**src/rtl/interrupt_ctrl.sv**
```systemverilog
// interrupt_ctrl: IF/IE registers, priority resolve and CPU dispatch handshake.
// Define INTC_EDGE_DETECT_EN for rising-edge request capture (default: level).
module interrupt_ctrl (
    input  logic        clk,
    input  logic        rst_n,
    input  logic [15:0] a,
    input  logic [7:0]  din,
    output logic [7:0]  dout,
    input  logic        rd,
    input  logic        wr,
    input  logic [4:0]  int_req,
    output logic [4:0]  int_ack,
    output logic        int_pending,
    input  logic        int_dispatch,
    output logic [7:0]  int_vector,
    output logic        int_vector_valid
);
    typedef enum logic {IDLE, BUSY} state_t;

    state_t     state_q;
    logic [4:0] if_q, if_d;
    logic [7:0] ie_q, ie_d;
    logic [7:0] vec_q, vec_d;
    logic [4:0] ack_q, ack_d;
    logic       valid_q;
    logic [4:0] set, masked, win, dclr, swclr, base;
    logic [7:0] win_vec;
    logic       sel_if, sel_ie, wr_if, wr_ie, take;
    logic       unused_rd;

    // Reads have no side effects, so the strobe is not needed.
    assign unused_rd = rd;

    assign sel_if = (a == 16'hFF0F);
    assign sel_ie = (a == 16'hFFFF);
    assign wr_if  = wr & sel_if;
    assign wr_ie  = wr & sel_ie;

`ifdef INTC_EDGE_DETECT_EN
    logic [4:0] req_q;

    always_ff @(posedge clk or negedge rst_n) begin
        if (!rst_n) begin
            req_q <= '0;
        end else begin
            req_q <= int_req;
        end
    end

    assign set = int_req & ~req_q;
`else
    assign set = int_req;
`endif

    assign masked      = ie_q[4:0] & if_q;
    assign int_pending = |masked;

    always_comb begin
        win     = '0;
        win_vec = 8'h00;
        for (int i = 4; i >= 0; i--) begin
            if (masked[i]) begin
                win     = 5'(1 << i);
                win_vec = 8'h40 + 8'(i * 8);
            end
        end
    end

    assign take  = (state_q == IDLE) & int_dispatch;
    assign dclr  = take ? win : 5'b0;
    assign swclr = wr_if ? (if_q & ~din[4:0] & int_req) : 5'b0;

    // A new request edge overrides both a CPU write and a dispatch clear.
    assign base  = wr_if ? din[4:0] : if_q;
    assign if_d  = (base & ~dclr) | set;
    assign ie_d  = wr_ie ? din : ie_q;
    assign vec_d = take ? win_vec : vec_q;
    assign ack_d = dclr | swclr;

    always_ff @(posedge clk or negedge rst_n) begin
        if (!rst_n) begin
            state_q <= IDLE;
            if_q    <= '0;
            ie_q    <= '0;
            vec_q   <= '0;
            ack_q   <= '0;
            valid_q <= 1'b0;
        end else begin
            if_q  <= if_d;
            ie_q  <= ie_d;
            vec_q <= vec_d;
            ack_q <= ack_d;
            unique case (state_q)
                IDLE: begin
                    if (int_dispatch) begin
                        state_q <= BUSY;
                        valid_q <= 1'b1;
                    end
                end
                BUSY: begin
                    if (!int_dispatch) begin
                        state_q <= IDLE;
                        valid_q <= 1'b0;
                    end
                end
                default: begin
                    state_q <= IDLE;
                    valid_q <= 1'b0;
                end
            endcase
        end
    end

    always_comb begin
        dout = 8'hFF;
        if (sel_if) begin
            dout = {3'b111, if_q};
        end else if (sel_ie) begin
            dout = ie_q;
        end
    end

    assign int_ack          = ack_q;
    assign int_vector       = vec_q;
    assign int_vector_valid = valid_q;
endmodule

```
**config.mk**
```make
export PLATFORM = sky130hd
export DESIGN_NAME = interrupt_ctrl
export DESIGN_NICKNAME = d
export VERILOG_FILES = /design/src/rtl/interrupt_ctrl.sv
export SDC_FILE = /design/constraint.sdc
export NUM_CORES = 1
export LEC_CHECK = 0
export ABC_AREA = 1
export ABC_CLOCK_PERIOD_IN_PS = 1400
export CAP_MARGIN = 20
export CORE_MARGIN = 4
export CORE_UTILIZATION = 37
export DETAILED_ROUTE_END_ITERATION = 10
export HOLD_SLACK_MARGIN = 0.12
export PLACE_DENSITY = 0.75
export SLEW_MARGIN = 20
export SYNTH_ARGS = -nofsm -noshare
export SYNTH_HDL_FRONTEND = slang
export SYNTH_SLANG_ARGS = --single-unit
```
**constraint.sdc**
```tcl
create_clock -name clk -period 1.4 [get_ports clk]
set_clock_uncertainty 0.05 [all_clocks]
set_input_delay 0.28 -clock clk [delete_from_list [all_inputs] [get_ports clk]]
set_output_delay 0.28 -clock clk [all_outputs]
set_load 0.005 [all_outputs]
```
==> flow_summary_export.csv <==
group,metric,value,unit
place,hpwl,2509,um
cts,clockBufferDepth,2,
power,power_frac_seq,0.541,
place,port_buffers,51,
power,combPwrFrac,0.186,
power,power_leakage,1.242,nW
detailed_routing,wl,3619,um
sta,tns,-893.0,ps
detailed_routing,vias_per_cell,4.556,
global_route,grt_max_degree,25,
sta,setup_slack,-149.4,ps
outcome,violations,"negative setup slack",
global_route,grt-ovfl-total,0,
power,ir_drop,0.0002756,V
detailed_routing,drcViolationCount,0,
sta,slew_viol_final,0,
yosys,synth-edff-count,0,
floorplanning,boundaryPins,57,
global_route,grt_pass1_wl,5733,um
cts,h-tree-depth,1,
cells_and_area,seqCellArea,600.6,um^2
worst_setup_path,end_kind,"output pin",
yosys,synth_cell_type_count,23,
floorplanning,rows,21,
floorplanning,dieArea,0.004533,mm^2
yosys,yosys-top-cells-count,"nand2_1 (48), inv_1 (31), dfrtp_1 (24), o21ai_1 (15), nand3_1 (10)",
floorplanning,fp.dieH,67.33,um
global_route,grt.total_usage,0.1625,
global_route,use_met1,0.1950,
power,power_density,586.2,mW/mm^2
worst_setup_path,cp.required,1070,ps
cts,numCtsBuffers,3,
outcome,status,"finished with violations",
detailed_routing,vias,1385,
floorplanning,initial_core_util,0.3873,
detailed_routing,drtIter0Drc,66,
global_route,antenna_found_initial,0,
yosys,ys_ff_latch,24,
sta,max_freq,645.4,MHz
yosys,ys_dominant_reg_cell,"dfrtp_1",
global_route,grt_busiest_layer,"met2",
yosys,synth_top_area_cell,"dfrtp_1",
detailed_routing,wire_per_inst,11.90,um
cts,cts_sinks,24,
yosys,yosysMostFrequentCell,"nand2_1",
min_path,min_path_type,"primary input to asynchronous set/reset pin",
cells_and_area,num_antenna_cells,0,
yosys,synth_top_area_share,0.4611,
worst_setup_path,start_kind,"flop",
yosys,synthCells,169,
floorplanning,core,0.003363,mm^2
cts,root_buffer,"clkbuf_4",
floorplanning,die_w,67.33,um
cells_and_area,fill_cells,299,
cells_and_area,synthToLayoutAreaGrowth,74.16,%
cells_and_area,multi_input_area,674.4,um^2
worst_setup_path,crit_type,"flop to output pin",
place,dpl_cell_area,0.002016,mm^2
cells_and_area,drive_gt1_frac,0.3876,
worst_setup_path,worstPathArrival,1220,ps
sta,hold_violations,0,
cells_and_area,postLayoutCellArea,0.002268,mm^2
cts,cts.clk_slew.worst_paths,130,ps
yosys,async_flop_share,1.000,
sta,finalSetupViolCount,10,
power,pwr-share-clk,0.274,
sta,period_needed,1549,ps
yosys,ys_warn_count,0,
run,maxCapViolations,0,
yosys,seq_area_frac_synth,0.4611,
place,gp_congestion,0.8148,
global_route,globalRouteMet2Util,0.2883,
power,p_int,1.010,mW
worst_setup_path,cp_max_fo,4,
cts,clk_latency,310,ps
yosys,synth_area,0.001302,mm^2
yosys,syn_avg_cell_area,7.707,um^2
global_route,use_met3,0.03328,
cells_and_area,fin_nets,294,
power,p_switching,0.3203,mW
detailed_routing,ant_nets,0,
detailed_routing,firstDrtPassIters,4,
sta,fin_crit_sh,1.107,
sta,rsz0062_at_grt,"true",
yosys,synth.area.top_cells,"dfrtp_1 (46%), nand2_1 (14%), inv_1 (8.9%)",
global_route,grt_pass1_vias,1360,
cts,cts_tree,"done",
power,p_sw_frac,0.2408,
worst max-delay path: stages, from the launching register on:
cell	delay (ps)
dfrtp_1	450
nand2_1	160
o2111ai_4	150
buf_2	160
kinds of logic after synthesis:
logic type,after synthesis,share of synthesized area
simple gates,75,0.2786
buf+inv,44,0.1451
compound gates,24,0.1028
flops,24,0.4611
fa+ha+maj,1,0.009605
other cells,1,0.002879
layout by cell type, fill, tap and decap left out, drive strengths merged:
master         instances
nor2                   7
nand3                 11
nand4                  8
o221ai                 1
o21ai                 17
dfrtp                 24
dlygate4sd2           10
inv                   38
o22ai                  5
nand2                 49
conb                   4
buf                   62
clkbuf                 4
clkdlybuf4s50         16
ha                     1
o2111ai                1
cell type report:
| cell class | instances | share of cell area |
|---|---|---|
| multi-input cells | 104 | 0.2973 |
| clock buffers | 4 | 0.01600 |
| flip-flops and latches | 24 | 0.2648 |
| inverters | 38 | 0.06288 |
| well taps | 46 | 0.02537 |
| repair buffers | 88 | 0.3337 |
flip-flops by register name (all words and copies together) (netlist names):
| register | cells |
|---|---|
| ie_q | 8 |
| if_q | 5 |
| int_ack | 5 |
| int_vector | 4 |
| int_vector_valid | 1 |
| state_q | 1 |
final timing paths:
check / startpoint / to / slack [ps] / cells after the start
worst max-delay path: if_q[1] / int_pending / -150 / 3
worst min-delay path: rst_n / int_vector[5] / 260 / 2
worst max register to register: if_q[0] / if_q[4] / -50 / 8
worst min register to register: state_q / int_vector_valid / 470 / 1
max in group asynchronous: rst_n / ie_q[2] / 800 / 2
min in group clk: int_dispatch / state_q / 400 / 1
timing repair:
action                                  CTS  global route
hold buffers                              0             0
buffers inserted                         13             1
endpoints found under the setup margin   32            12
resized for setup                       137            18
pin swaps                                20            13
per-stage QoR:
stage	total power, mW	instances	worst slack, ps	hold slack [ps]	util
after global routing	1.399	304	-248.8	267.1	0.6745
after detailed placement	0.9591	287	-883.7	415.3	0.5993
after global placement	0.9537	287	-879.5	388.4	0.5993
after CTS	1.326	303	-146.8	268.2	0.6451
after floorplan	0.7964	172	45.31	-65.59	-
final	1.330	304	-149.4	262.6	0.6745
power groups by stage:
stage / combinational [mW] / clock (mW) / sequential [mW]
global route: 0.267 / 0.410 / 0.721
global placement: 0.222 / 0 / 0.731
finish: 0.247 / 0.364 / 0.719
detailed placement: 0.226 / 0 / 0.733
CTS: 0.227 / 0.380 / 0.719
floorplan: 0.0624 / 0 / 0.734
per-layer routing:
metal,vias up,wire length [um]
met2,58,1887
met3,2,277
met1,624,1434
met4,0,19
met5,-,0
li1,701,-
Note: power is estimated with default switching activity, not from simulation.
